## config.mk

```make
export PLATFORM = sky130hd
export DESIGN_NAME = lcd_spi_stream_writer
export DESIGN_NICKNAME = d
export VERILOG_FILES = /design/src/rtl/lcd_spi_stream_writer.sv
export SDC_FILE = /design/constraint.sdc
export NUM_CORES = 1
export LEC_CHECK = 0
export CORE_MARGIN = 4
export CORE_UTILIZATION = 50
export DETAILED_ROUTE_END_ITERATION = 10
export PLACE_DENSITY = 0.68
export SYNTH_ARGS = -nofsm -noshare
export SYNTH_HDL_FRONTEND = slang
export SYNTH_SLANG_ARGS = --single-unit
```

## constraint.sdc

```tcl
create_clock -name sys_clk -period 4.4 [get_ports sys_clk]
set_clock_uncertainty 0.2 [all_clocks]
set_input_delay 1.1 -clock sys_clk [delete_from_list [all_inputs] [get_ports sys_clk]]
set_output_delay 1.1 -clock sys_clk [all_outputs]
set_load 0.02 [all_outputs]
```

## src/rtl/lcd_spi_stream_writer.sv

```systemverilog
// Multi-requester LCD SPI writer: packet-locked arbiter, word FIFO, and mode-0 serialiser.
// Define LCD_SPI_RR_EN for round-robin arbitration; the default is fixed priority (lowest index wins).
module lcd_spi_stream_writer #(
    parameter int NUM_CH     = 2,
    parameter int DATA_W     = 8,
    parameter int CLK_DIV    = 2,
    parameter int FIFO_DEPTH = 16,
    parameter int CS_GAP     = 2
) (
    input  logic                             sys_clk,
    input  logic                             sys_rst,
    input  logic [NUM_CH*(DATA_W+1)-1:0]     ch_data,
    input  logic [NUM_CH-1:0]                ch_valid,
    input  logic [NUM_CH-1:0]                ch_last,
    output logic [NUM_CH-1:0]                ch_ready,
    output logic                             lcd_cs,
    output logic                             lcd_dc,
    output logic                             lcd_sclk,
    output logic                             lcd_mosi,
    output logic                             word_done,
    output logic [$clog2(FIFO_DEPTH):0]      fifo_level,
    output logic                             busy
);

    localparam int WORD_W = DATA_W + 1;
    localparam int AW     = $clog2(FIFO_DEPTH);
    localparam int GW     = (NUM_CH > 1) ? $clog2(NUM_CH) : 1;
    localparam int DIV_W  = (CLK_DIV > 1) ? $clog2(CLK_DIV) : 1;
    localparam int GAP_W  = (CS_GAP > 1) ? $clog2(CS_GAP) : 1;
    localparam int BIT_W  = (DATA_W > 1) ? $clog2(DATA_W) : 1;

    typedef enum logic [1:0] {S_IDLE, S_SETUP, S_SHIFT, S_GAP} state_t;

    logic              locked;
    logic [GW-1:0]     grant;
    logic [GW-1:0]     pick;
    logic              any_valid;
    logic [WORD_W-1:0] push_word;
    logic              push_last;
    logic              push;
    logic              pop;
    logic              fifo_full;
    logic              fifo_empty;
    logic [WORD_W-1:0] rd_word;

`ifdef LCD_SPI_RR_EN
    logic [GW-1:0]     rr_ptr;

    // Search begins one past the previous winner so every requester gets a turn.
    always_comb begin : pick_rr
        int  idx;
        logic found;
        idx   = 0;
        found = 1'b0;
        pick  = '0;
        for (int off = 0; off < NUM_CH; off++) begin
            idx = int'(rr_ptr) + off;
            if (idx >= NUM_CH) idx = idx - NUM_CH;
            if (!found && ch_valid[idx]) begin
                pick  = GW'(idx);
                found = 1'b1;
            end
        end
    end
`else
    always_comb begin : pick_fixed
        pick = '0;
        for (int i = NUM_CH - 1; i >= 0; i--) begin
            if (ch_valid[i]) pick = GW'(i);
        end
    end
`endif

    assign any_valid = |ch_valid;

    // NOTE: every output of a combinational block gets a default first, so no path leaves it unassigned and no latch is inferred.
    always_comb begin
        push_word = '0;
        push_last = 1'b0;
        ch_ready  = '0;
        for (int i = 0; i < NUM_CH; i++) begin
            if (grant == GW'(i)) begin
                push_word   = ch_data[i*WORD_W +: WORD_W];
                push_last   = ch_last[i];
                ch_ready[i] = locked && !fifo_full;
            end
        end
    end

    assign push = |(ch_valid & ch_ready);

    // NOTE: sequential state uses non-blocking assignments so every register updates from pre-edge values.
    always_ff @(posedge sys_clk) begin
        if (sys_rst) begin
            locked <= 1'b0;
            grant  <= '0;
`ifdef LCD_SPI_RR_EN
            rr_ptr <= '0;
`endif
        end else if (!locked) begin
            if (any_valid) begin
                locked <= 1'b1;
                grant  <= pick;
`ifdef LCD_SPI_RR_EN
                rr_ptr <= (pick == GW'(NUM_CH - 1)) ? '0 : pick + 1'b1;
`endif
            end
        end else if (push && push_last) begin
            locked <= 1'b0;
        end
    end

    logic [WORD_W-1:0] mem [FIFO_DEPTH];
    logic [AW-1:0]     wr_ptr;
    logic [AW-1:0]     rd_ptr;

    // NOTE: storage has no reset; validity is tracked entirely by the pointers and level.
    always_ff @(posedge sys_clk) begin
        if (push) mem[wr_ptr] <= push_word;
    end

    always_ff @(posedge sys_clk) begin
        if (sys_rst) begin
            wr_ptr     <= '0;
            rd_ptr     <= '0;
            fifo_level <= '0;
        end else begin
            if (push) wr_ptr <= wr_ptr + 1'b1;
            if (pop)  rd_ptr <= rd_ptr + 1'b1;
            case ({push, pop})
                2'b10:   fifo_level <= fifo_level + 1'b1;
                2'b01:   fifo_level <= fifo_level - 1'b1;
                default: fifo_level <= fifo_level;
            endcase
        end
    end

    assign fifo_full  = (fifo_level == (AW+1)'(FIFO_DEPTH));
    assign fifo_empty = (fifo_level == '0);
    assign rd_word    = mem[rd_ptr];

    state_t            state;
    state_t            state_d;
    logic              last_fall;
    logic              div_done;
    logic [DIV_W-1:0]  div_cnt;
    logic [BIT_W-1:0]  bit_cnt;
    logic [GAP_W-1:0]  gap_cnt;
    logic [DATA_W-1:0] shreg;

    assign div_done = (div_cnt == DIV_W'(CLK_DIV - 1));

    always_comb begin
        state_d   = state;
        pop       = 1'b0;
        last_fall = 1'b0;
        case (state)
            S_IDLE: begin
                if (!fifo_empty) begin
                    pop     = 1'b1;
                    state_d = S_SETUP;
                end
            end
            S_SETUP: begin
                if (div_done) state_d = S_SHIFT;
            end
            S_SHIFT: begin
                // The falling edge that ends the final bit either chains the next word or closes the burst.
                if (div_done && lcd_sclk && (bit_cnt == BIT_W'(DATA_W - 1))) begin
                    last_fall = 1'b1;
                    if (!fifo_empty) pop = 1'b1;
                    else             state_d = S_GAP;
                end
            end
            S_GAP: begin
                if (gap_cnt == GAP_W'(CS_GAP - 1)) state_d = S_IDLE;
            end
            default: state_d = S_IDLE;
        endcase
    end

    always_ff @(posedge sys_clk) begin
        if (sys_rst) state <= S_IDLE;
        else         state <= state_d;
    end

    always_ff @(posedge sys_clk) begin
        if (sys_rst) begin
            lcd_cs    <= 1'b1;
            lcd_dc    <= 1'b0;
            lcd_sclk  <= 1'b0;
            word_done <= 1'b0;
            shreg     <= '0;
            div_cnt   <= '0;
            bit_cnt   <= '0;
            gap_cnt   <= '0;
        end else begin
            word_done <= last_fall;
            case (state)
                S_IDLE: begin
                    lcd_cs   <= 1'b1;
                    lcd_sclk <= 1'b0;
                    div_cnt  <= '0;
                    if (pop) begin
                        shreg  <= rd_word[DATA_W-1:0];
                        lcd_dc <= rd_word[DATA_W];
                        lcd_cs <= 1'b0;
                    end
                end
                S_SETUP: begin
                    if (div_done) begin
                        div_cnt  <= '0;
                        lcd_sclk <= 1'b1;
                        bit_cnt  <= '0;
                    end else begin
                        div_cnt <= div_cnt + 1'b1;
                    end
                end
                S_SHIFT: begin
                    if (div_done) begin
                        div_cnt  <= '0;
                        lcd_sclk <= ~lcd_sclk;
                        if (lcd_sclk) begin
                            if (last_fall) begin
                                bit_cnt <= '0;
                                if (pop) begin
                                    shreg  <= rd_word[DATA_W-1:0];
                                    lcd_dc <= rd_word[DATA_W];
                                end else begin
                                    shreg   <= '0;
                                    lcd_cs  <= 1'b1;
                                    gap_cnt <= '0;
                                end
                            end else begin
                                shreg   <= shreg << 1;
                                bit_cnt <= bit_cnt + 1'b1;
                            end
                        end
                    end else begin
                        div_cnt <= div_cnt + 1'b1;
                    end
                end
                S_GAP: begin
                    gap_cnt <= gap_cnt + 1'b1;
                end
                default: ;
            endcase
        end
    end

    assign lcd_mosi = shreg[DATA_W-1];
    assign busy     = !fifo_empty || (state != S_IDLE);

endmodule
```

Word-level counts from Yosys, hierarchy flattened
Memories as Yosys holds them, arrays and structs flattened. A register that Yosys moved wholly into a read port is not among the register bits.
Index checks and enable logic that the tools add are counted.
{ "totals": {"regBits": 34, "latch_bits": 0, "mem_bits_rw": 144, "rom_bits": 0, "inputBits": 24, "output_inout_bits": 13, "elab_cells": 126, "memories": 1} }
{ "mem_list": {"columns": ["memory", "words", "width", "read_ports", "rd_clocked_by_memory_dff", "wr", "line_no", "rtl"], "rows": [
  ["mem", 16, 9, 1, 1, 1, "113", "logic [WORD_W-1:0] mem [FIFO_DEPTH];"]
]} }
{ "op_classes": {"n_addsub": 7, "mul": 0, "div": 0, "n_lt_le_gt_ge": 0, "n_eq_ne": 17, "shift": 0, "muxes": 57, "bitwise_logic": 3, "n_reduce_logical": 27} }
{ "ops": {"columns": ["cell", "count"], "rows": [
  ["$mux W8", 5],
  ["$mux W1", 30],
  ["$ne A2 B2 Y1 const B", 10],
  ["$pmux W8 S2", 1],
  ["$reduce_and A5 Y1", 3],
  ["$mux W3", 4],
  ["$reduce_and A4 Y1", 3],
  ["$reduce_bool A2 Y1", 6],
  ["$mux W2", 5],
  ["$pmux W1 S2", 5],
  ["$pmux W5 S2", 1],
  ["$mux W9", 1],
  ["$add A4 B1 Y4 const B", 2],
  ["$mux W4", 2],
  ["$pmux W2 S4", 1],
  ["$eq A2 B2 Y1 const B", 3],
  ["$pmux W3 S2", 1],
  ["$reduce_or A2 Y1", 3],
  ["$add A5 B1 Y5 const B", 1],
  ["$eq A5 B5 Y1 const B", 1],
  ["$logic_not A5 Y1", 1],
  ["$sub A5 B1 Y5 const B", 1],
  ["$eq A2 B1 Y1 const B", 2],
  ["$logic_and A1 B1 Y1", 4],
  ["other kinds (12)", 15]
]} }

Longest topological paths before layout
Gate-level depths: netlist of run 1.
{ "depth": {"ltp_word": 9, "mapped_depth": 14, "depth_no_buf": 12} }

Worst setup path before layout of run 1
No wires, ideal clock.
{ "synth_path": {"path_kind": "input to register", "start": "input port ch_valid[1]", "end": "register fifo_level[4]", "setup_time_ns": 0.121, "arrival_time_ns": 3.336, "t_required_ns": 4.079, "path_slack_ns": 0.743, "cell_stages": 11, "n_path_buf": 1, "cell_sequence": "mux2i_1 > a211oi_2 > inv_1 > ha_1 > clkbuf_1 > xor2_1 > ha_1 > a21oi_1 > a32oi_1 > a21oi_1 > mux2_2"} }
{ "synth_between": {"elab_chain_cells": 4, "word_cells_on_any_way": 6, "cone_classes": "eq/ne: 2; mux: 1; bitwise: 1; reduce/logical: 2"} }
{ "synth_rtl": {"columns": ["element", "line_no", "rtl"], "rows": [
  ["from (decl)", "13", "input logic [NUM_CH-1:0] ch_valid,"],
  ["$and A2 B2 Y2 (*)", "90", "assign push = |(ch_valid & ch_ready);"],
  ["$reduce_or A2 Y1 (*)", "90", null],
  ["$eq A2 B1 Y1 / $eq A2 B2 Y1 (equally long branches)", "130", "case ({push, pop})"],
  ["$pmux W5 S2 / $reduce_bool A2 Y1 (equally long branches)", null, null],
  ["to (signal assigned)", "131", "2'b10: fifo_level <= fifo_level + 1'b1;"],
  ["to (signal assigned)", "132", "2'b01: fifo_level <= fifo_level - 1'b1;"],
  ["to (signal assigned)", "133", "default: fifo_level <= fifo_level;"],
  ["to (decl)", "21", "output logic [$clog2(FIFO_DEPTH):0] fifo_level,"]
]} }
Every way passes the cells marked *; elsewhere a longest branch is shown, timed or not.
A chain may end at the register's enable or synchronous reset.

Final worst setup path of run 1
{ "layout_path": {"start": "register fifo_level[0]", "end": "output port busy"} }
{ "layout_between": {"elab_chain_cells": 3} }
{ "layout_rtl": {"columns": ["element", "line_no", "rtl"], "rows": [
  ["$logic_not A5 Y1", "139", "assign fifo_empty = (fifo_level == '0);"],
  ["$logic_not A1 Y1", "252", "assign busy = !fifo_empty || (state != S_IDLE);"],
  ["$logic_or A1 B1 Y1", "252", null],
  ["to (decl)", "22", "output logic busy"]
]} }
Every way passes these cells.

==> qor.txt, run 1 <==
CLOCKING
--------------------------------------------------------------------------------------------------
CTS root buf ........................................................................ sky130_fd_sc_hd__clkbuf_16
Total CTS buffers ...................................................................           17
Clock transition time at the flip-flop clock pins of the worst setup and hold paths .      0.06 ns
CTS resizes .........................................................................            0
Clock tree from TritonCTS ...........................................................         done
CTS H-tree lvls .....................................................................            4
Setup repair bufs after CTS .........................................................            0
Clock net sink count ................................................................          182
Worst skew pair latency .............................................................      0.42 ns
Maximum count of clock buffers along a single path ..................................            2
Number of hold buffers added after cts ..............................................            0

LOGIC SYNTHESIS
--------------------------------------------------------------------------------------------------
Commonest cells in the netlist ...................................................... 144 x sky130_fd_sc_hd__edfxtp_1, 40 x sky130_fd_sc_hd__nor2_1, 38 x sky130_fd_sc_hd__dfxtp_1
Main synth FF type .................................................................. sky130_fd_sc_hd__edfxtp_1
Post-synth net total ................................................................          526
Fraction of synthesized cell area taken by the top area cell type ...................        0.568
Proportion of register bits with asynchronous set or reset after synthesis ..........            0
Syn Inst Count ......................................................................          486
Number of distinct library cell variants in the gate-level netlist after synthesis ..           47
Dominant cell by count in the synthesized netlist ................................... sky130_fd_sc_hd__edfxtp_1
Synth top area cells ................................................................ sky130_fd_sc_hd__edfxtp_1 57%, sky130_fd_sc_hd__mux4_2 11%, sky130_fd_sc_hd__dfxtp_1 10%
Number of synthesized register bits .................................................          182
Library cell with the largest summed area after synthesis ........................... sky130_fd_sc_hd__edfxtp_1
Post-synthesis instance area ........................................................ 0.00762 sq mm
Part of the Yosys area used for sequential elements .................................        0.667
Number of flops mapped to enable cells by yosys .....................................          144
Avg Cell Area, Syn ..................................................................   15.7 sq um
Warning count from the yosys run ....................................................            0

TIMING
--------------------------------------------------------------------------------------------------
Final critical-path required period .................................................      3.64 ns
Setup_tns ...........................................................................         0 ns
Final-report setup violation count ..................................................            0
Setup repair after global routing missed its margin .................................        false
Total count of max-transition violations in the final report ........................            0
Worst slew pin tran .................................................................     0.894 ns
Worst-case hold slack ...............................................................     0.266 ns
Worst-case headroom to the max-slew limit ...........................................        0.403
Hold Fails Final Rpt ................................................................            0
Maximum clock frequency .............................................................      274 MHz
Crit share post-route ...............................................................        0.828

GRT
--------------------------------------------------------------------------------------------------
Total congestion overflow after global routing ......................................            0
Global-route wire length before repair ..............................................      24.2 mm
Number of antenna violations at the first check in global routing ...................            0
All-layer global routing usage ......................................................        0.185
Pin count of the biggest net entering global routing ................................           21
Via count of the first global-routing pass ..........................................         4328

FINAL LAYOUT
--------------------------------------------------------------------------------------------------
Number of inserted diodes ...........................................................            0
Filler Cells Inserted ...............................................................         1082
Non-filler instance count after layout ..............................................          732
Fraction of final layout cells with drive strength greater than 1 ...................        0.203
Area growth syn-to-layout ...........................................................        16.5%
Net count reported at finish ........................................................          575

PLACED DESIGN
--------------------------------------------------------------------------------------------------
Number of input and output port buffers inserted ....................................           36
Dpl hpwl ............................................................................      9.92 mm
Gpl congestion ......................................................................        0.764
Placed cell count ...................................................................          700

WORST SETUP PATH
--------------------------------------------------------------------------------------------------
Category of the worst setup path capture point ......................................  output port
Endpoint of the worst register-to-register path ..................................... fifo_level[4]$_SDFFE_PP0P_
Worst endpoint data arrival time ....................................................      2.34 ns
Flop2flop setup slack ...............................................................      0.81 ns
Classification of the worst setup path ..............................................      reg2out
Worst EP required ...................................................................      3.10 ns
Crit path launch type ...............................................................    flip-flop
Path depth of the worst reg2reg path ................................................           11
Source of the worst register-to-register timing path ................................ state[0]$_SDFFE_PP0P_
Crit-path max FO ....................................................................            7

FLOORPLANNING
--------------------------------------------------------------------------------------------------
Num rows ............................................................................           44
Core area ........................................................................... 0.0148 sq mm
DIE WIDTH ...........................................................................  131 microns
Initial cell density of the core ....................................................        0.516
I/O Pins ............................................................................           37
Chip Height .........................................................................  131 microns
Die outline area .................................................................... 0.0173 sq mm

ROUTE
--------------------------------------------------------------------------------------------------
DR WL/cell .......................................................................... 20.4 microns
Number of iterations in the first detailed-routing pass .............................            4
Starting DRC count in detailed routing ..............................................          248
Total wire length after detailed routing ............................................      14.9 mm
Ratio of routed vias to standard cells ..............................................         5.76
Final routed DRC violation total ....................................................            0
Antenna Nets Post-Route .............................................................            0
Via count of the routed design ......................................................         4219

HOLD PATH
--------------------------------------------------------------------------------------------------
Hold depth ..........................................................................            2
Type of the worst min-delay path ....................................................      reg2reg
Hold Crit Start ..................................................................... gap_cnt$_SDFFE_PP0P_
Endpoint with the worst hold slack .................................................. gap_cnt$_SDFFE_PP0P_

POWER AND IR DROP
--------------------------------------------------------------------------------------------------
Worst IR Drop VDD ...................................................................     0.318 mV
Power per unit of standard cell area ................................................  548 mW/mm^2
Lkg Pwr .............................................................................      2.95 nW

RUN
--------------------------------------------------------------------------------------------------
Max-capacitance violation count .....................................................            0

RUN STATUS
--------------------------------------------------------------------------------------------------
Run status .......................................................................... finished clean

where the power goes:
part	total [mW]	internal [mW]	switching, mW
registers	2.12	1.97	0.151
clock network	1.59	0.951	0.638
logic	1.15	0.572	0.580
per-layer routing:
layer / global-route usage / routed length, microns
met3: 0.0440 / 866
met2: 0.305 / 7530
met1: 0.245 / 6310
met5: 0 / 0
met4: 0.0578 / 206
how the worst max path moves through the flow:
stage	start	to	slack, ns
after floorplan	ch_valid[1]	fifo_level[4]$_SDFFE_PP0P_	0.74
after global placement	ch_valid[1]	fifo_level[4]$_SDFFE_PP0P_	0.51
after detailed placement	ch_valid[0]	fifo_level[4]$_SDFFE_PP0P_	0.42
after CTS	fifo_level[0]$_SDFFE_PP0P_	busy	0.74
after global routing	state[0]$_SDFFE_PP0P_	fifo_level[4]$_SDFFE_PP0P_	0.53
final	fifo_level[0]$_SDFFE_PP0P_	busy	0.76
critical path, stage by stage, from the launching register on:
cell	delay, ns
sky130_fd_sc_hd__dfxtp_1	0.39
sky130_fd_sc_hd__or4_4	0.61
sky130_fd_sc_hd__or3_4	0.38
sky130_fd_sc_hd__clkdlybuf4s50_1	0.55
layout by cell type (no fill, tap or decap), types with 3 or more instances in the layout:
master,Yosys,routed
sky130_fd_sc_hd__a211oi_1,10,10
sky130_fd_sc_hd__a21oi_1,16,16
sky130_fd_sc_hd__a221oi_1,4,4
sky130_fd_sc_hd__a22oi_1,6,6
sky130_fd_sc_hd__and2_1,3,3
sky130_fd_sc_hd__and3_1,4,4
sky130_fd_sc_hd__buf_4,0,23
sky130_fd_sc_hd__bufinv_16,0,3
sky130_fd_sc_hd__clkbuf_16,0,17
sky130_fd_sc_hd__clkbuf_8,0,3
sky130_fd_sc_hd__clkdlybuf4s50_1,0,36
sky130_fd_sc_hd__dfxtp_1,38,36
sky130_fd_sc_hd__edfxtp_1,144,144
sky130_fd_sc_hd__ha_1,16,16
sky130_fd_sc_hd__inv_1,12,12
sky130_fd_sc_hd__inv_6,0,5
sky130_fd_sc_hd__mux2_2,12,12
sky130_fd_sc_hd__mux2i_1,15,15
sky130_fd_sc_hd__mux4_2,36,36
sky130_fd_sc_hd__nand2_1,19,19
sky130_fd_sc_hd__nand2b_1,3,3
sky130_fd_sc_hd__nand3_1,9,9
sky130_fd_sc_hd__nor2_1,40,40
sky130_fd_sc_hd__nor2b_1,12,12
sky130_fd_sc_hd__nor3_1,10,10
sky130_fd_sc_hd__o21ai_0,12,12
sky130_fd_sc_hd__o2bb2ai_1,4,4
sky130_fd_sc_hd__xor2_1,8,8
per-stage QoR:
step | utilization | power (mW) | setup slack (ns) | cell area, sq um
6_report | 0.601 | 4.86 | 0.756 | 8870
5_1_grt | 0.601 | 5.11 | 0.530 | 8870
4_1_cts | 0.601 | 4.90 | 0.736 | 8870
3_5_place_dp | 0.559 | 3.32 | 0.423 | 8240
3_3_place_gp | 0.559 | 3.28 | 0.507 | 8240
2_1_floorplan | - | 3.04 | 0.743 | 7620
sequential cells by signal, summed over array words and instances, names as in the netlist, named ones only:
signal / count
mem: 144
shreg: 8
fifo_level: 5
rd_ptr: 4
wr_ptr: 4
bit_cnt: 3
state: 2
div_cnt: 1
gap_cnt: 1
grant: 1
lcd_cs: 1
lcd_dc: 1
lcd_sclk: 1
locked: 1
word_done: 1
cell families after synthesis:
kind of cell    Yosys count  synth area share
xor+xnor                 10            0.0115
fa+ha+maj                16            0.0263
buf+inv                  41            0.0243
compound gates           62            0.0547
simple gates            112            0.0719
mux                      63             0.144
flops                   182             0.667
cell type report:
cell class / count / area (sq um) / area share
Inverter: 12 / 45.0 / 0.00508
Clock buffer: 20 / 467 / 0.0526
Tap cell: 184 / 230 / 0.0259
Timing Repair Buffer: 59 / 533 / 0.0601
Sequential cell: 182 / 5090 / 0.573
Clock inverter: 12 / 163 / 0.0183
Multi-Input combinational cell: 263 / 2350 / 0.265
(Power assumes the default switching activity.)
==> run 2: changes to the inputs <==
--- a/config.mk
+++ b/config.mk
@@ -8,7 +8,7 @@
 export CORE_MARGIN = 4
 export CORE_UTILIZATION = 50
 export DETAILED_ROUTE_END_ITERATION = 10
-export PLACE_DENSITY = 0.68
+export PLACE_DENSITY = 0.71
 export SYNTH_ARGS = -nofsm -noshare
 export SYNTH_HDL_FRONTEND = slang
 export SYNTH_SLANG_ARGS = --single-unit
==> constraint.sdc (replaced) <==
create_clock -name sys_clk -period 3.25 [get_ports sys_clk]
set_clock_uncertainty 0.2 [all_clocks]
set_input_delay 0.8125 -clock sys_clk [delete_from_list [all_inputs] [get_ports sys_clk]]
set_output_delay 0.8125 -clock sys_clk [all_outputs]
set_load 0.02 [all_outputs]
==> qor.txt, run 2 (synthesis gave the netlist of run 1 again) <==
CLOCKING
--------------------------------------------------------------------------------------------------
Setup repair bufs after CTS .........................................................            0
Clock net sink count ................................................................          182
Clock transition time at the flip-flop clock pins of the worst setup and hold paths .      0.07 ns
Number of hold buffers added after cts ..............................................            0
CTS H-tree lvls .....................................................................            4
Worst skew pair latency .............................................................      0.43 ns
Maximum count of clock buffers along a single path ..................................            2
Total CTS buffers ...................................................................           17
CTS root buf ........................................................................ sky130_fd_sc_hd__clkbuf_16
Clock tree from TritonCTS ...........................................................         done

WORST SETUP PATH
--------------------------------------------------------------------------------------------------
Category of the worst setup path capture point ......................................  output port
Source of the worst register-to-register timing path ................................ fifo_level[0]$_SDFFE_PP0P_
Worst endpoint data arrival time ....................................................      2.14 ns
Crit path launch type ...............................................................    flip-flop
Endpoint of the worst register-to-register path ..................................... fifo_level[4]$_SDFFE_PP0P_
Worst EP required ...................................................................      2.24 ns
Path depth of the worst reg2reg path ................................................           10
Classification of the worst setup path ..............................................      reg2out
Flop2flop setup slack ...............................................................      0.18 ns
Crit-path max FO ....................................................................            7

PLACED DESIGN
--------------------------------------------------------------------------------------------------
Dpl hpwl ............................................................................      10.2 mm
Placed cell count ...................................................................          717
Gpl congestion ......................................................................        0.778
Cell area after placement ........................................................... 0.00838 sq mm
Placement Setup Slack ...............................................................    -0.187 ns
Number of input and output port buffers inserted ....................................           36

POWER AND IR DROP
--------------------------------------------------------------------------------------------------
Seq pwr share .......................................................................        0.436
Final Total Pwr .....................................................................      6.54 mW
Net switching share of the total power ..............................................        0.299
Proportion of power drawn by combinational gates ....................................        0.254
Switching power .....................................................................      1.95 mW
Part of the power in the clock network ..............................................        0.310
Lkg Pwr .............................................................................      3.03 nW
Internal Power ......................................................................      4.59 mW
Power per unit of standard cell area ................................................  728 mW/mm^2
Worst IR Drop VDD ...................................................................     0.387 mV

TIMING
--------------------------------------------------------------------------------------------------
Final critical-path required period .................................................      3.16 ns
Final-report setup violation count ..................................................            0
Setup_tns ...........................................................................         0 ns
Worst slew pin tran .................................................................     0.787 ns
Hold Fails Final Rpt ................................................................            0
Worst path setup slack after routing ................................................    0.0940 ns
Worst-case hold slack ...............................................................     0.272 ns
Total count of max-transition violations in the final report ........................            0
Worst-case headroom to the max-slew limit ...........................................        0.475
Maximum clock frequency .............................................................      317 MHz
Setup repair after global routing missed its margin .................................        false
Crit share post-route ...............................................................        0.971

FINAL LAYOUT
--------------------------------------------------------------------------------------------------
Area occupied by multi-input gates .................................................. 0.00237 sq mm
Most common cell after layout, fill and taps aside .................................. sky130_fd_sc_hd__edfxtp_1
Final standard cell area without fillers ............................................ 0.00898 sq mm
Area growth syn-to-layout ...........................................................        17.9%
Number of inserted diodes ...........................................................            0
Most flops, register ................................................................          mem
Top flop regs ....................................................................... mem (144), shreg (8), fifo_level (5)
Fraction of final layout cells with drive strength greater than 1 ...................        0.228
Final core utilization ..............................................................        0.609
Number of flip-flops in the largest register ........................................          144
Storage element area ................................................................ 0.00509 sq mm
Non-filler instance count after layout ..............................................          749
Filler Cells Inserted ...............................................................         1082
Net count reported at finish ........................................................          592
Leading cell types in the layout, fill and taps excluded ............................ 144 x sky130_fd_sc_hd__edfxtp_1, 40 x sky130_fd_sc_hd__nor2_1, 40 x sky130_fd_sc_hd__buf_4, 36 x sky130_fd_sc_hd__mux4_2, 36 x sky130_fd_sc_hd__dfxtp_1

FLOORPLANNING
--------------------------------------------------------------------------------------------------
Initial cell density of the core ....................................................        0.516
Chip Height .........................................................................  131 microns
I/O Pins ............................................................................           37
Num rows ............................................................................           44
Core area ........................................................................... 0.0148 sq mm
DIE WIDTH ...........................................................................  131 microns
Die outline area .................................................................... 0.0173 sq mm

HOLD PATH
--------------------------------------------------------------------------------------------------
Endpoint with the worst hold slack .................................................. gap_cnt$_SDFFE_PP0P_
Type of the worst min-delay path ....................................................      reg2reg
Hold Crit Start ..................................................................... gap_cnt$_SDFFE_PP0P_
Hold depth ..........................................................................            2

RUN STATUS
--------------------------------------------------------------------------------------------------
Run status .......................................................................... finished clean

ROUTE
--------------------------------------------------------------------------------------------------
Total wire length after detailed routing ............................................      15.2 mm
Starting DRC count in detailed routing ..............................................          379
Number of iterations in the first detailed-routing pass .............................            4
Antenna Nets Post-Route .............................................................            0
Final routed DRC violation total ....................................................            0
Via count of the routed design ......................................................         4335
DR WL/cell .......................................................................... 20.4 microns
Ratio of routed vias to standard cells ..............................................         5.79

GRT
--------------------------------------------------------------------------------------------------
Via count of the first global-routing pass ..........................................         4386
Pin count of the biggest net entering global routing ................................           24
All-layer global routing usage ......................................................        0.187
Global-route wire length before repair ..............................................      24.6 mm
Total congestion overflow after global routing ......................................            0
Number of antenna violations at the first check in global routing ...................            0

RUN
--------------------------------------------------------------------------------------------------
Max-capacitance violation count .....................................................            0

## run 2: cell types whose count changed in the layout (fill, tap and decap cells not counted), sizes merged
cell	change
dlygate4sd2	+1
clkinv	+2
bufinv	-2
clkdlybuf4s50	-1
buf	+17
inv	+2
clkbuf	-2
## run 2: layer usage
metal  vias up  track usage  wire, microns
li1       2003            -              -
met2       133        0.307           7800
met4         0       0.0572            190
met5         -            0              0
met3        15       0.0440            984
met1      2184        0.252           6270
## run 2: power by group through the flow
stage / clock network (mW) / registers, mW / logic [mW]
floorplan: 0 / 2.82 / 1.30
global placement: 0 / 2.89 / 1.59
detailed placement: 0 / 2.90 / 1.64
CTS: 2.06 / 2.85 / 1.64
global route: 2.17 / 2.88 / 1.85
finish: 2.03 / 2.85 / 1.66
## run 2: worst max-delay path by stage
stage,startpoint,endpoint,slack (ns)
floorplan,ch_valid[1],fifo_level[4]$_SDFFE_PP0P_,0.06
global placement,ch_valid[1],fifo_level[4]$_SDFFE_PP0P_,-0.05
detailed placement,ch_valid[0],fifo_level[4]$_SDFFE_PP0P_,-0.19
CTS,fifo_level[2]$_SDFFE_PP0P_,ch_ready[1],0.03
global route,fifo_level[0]$_SDFFE_PP0P_,busy,0.002
finish,fifo_level[0]$_SDFFE_PP0P_,busy,0.09
## run 2: critical path, cell delays in order (launching register included)
cell and delay [ns]:
sky130_fd_sc_hd__dfxtp_1 0.40, sky130_fd_sc_hd__or4_4 0.62, sky130_fd_sc_hd__or3_4 0.37, sky130_fd_sc_hd__dlygate4sd2_1 0.33
## run 2: timing repair
action,in CTS,in global routing
setup endpoints to repair,1,3
gates resized for setup,1,3
pin swaps,0,1
## run 2: cell type report
type | count | area share
Clock inverter | 14 | 0.0177
Tap cell | 184 | 0.0256
Inverter | 12 | 0.00501
Multi-Input combinational cell | 263 | 0.264
Timing Repair Buffer | 76 | 0.0734
Clock buffer | 18 | 0.0478
Sequential cell | 182 | 0.566
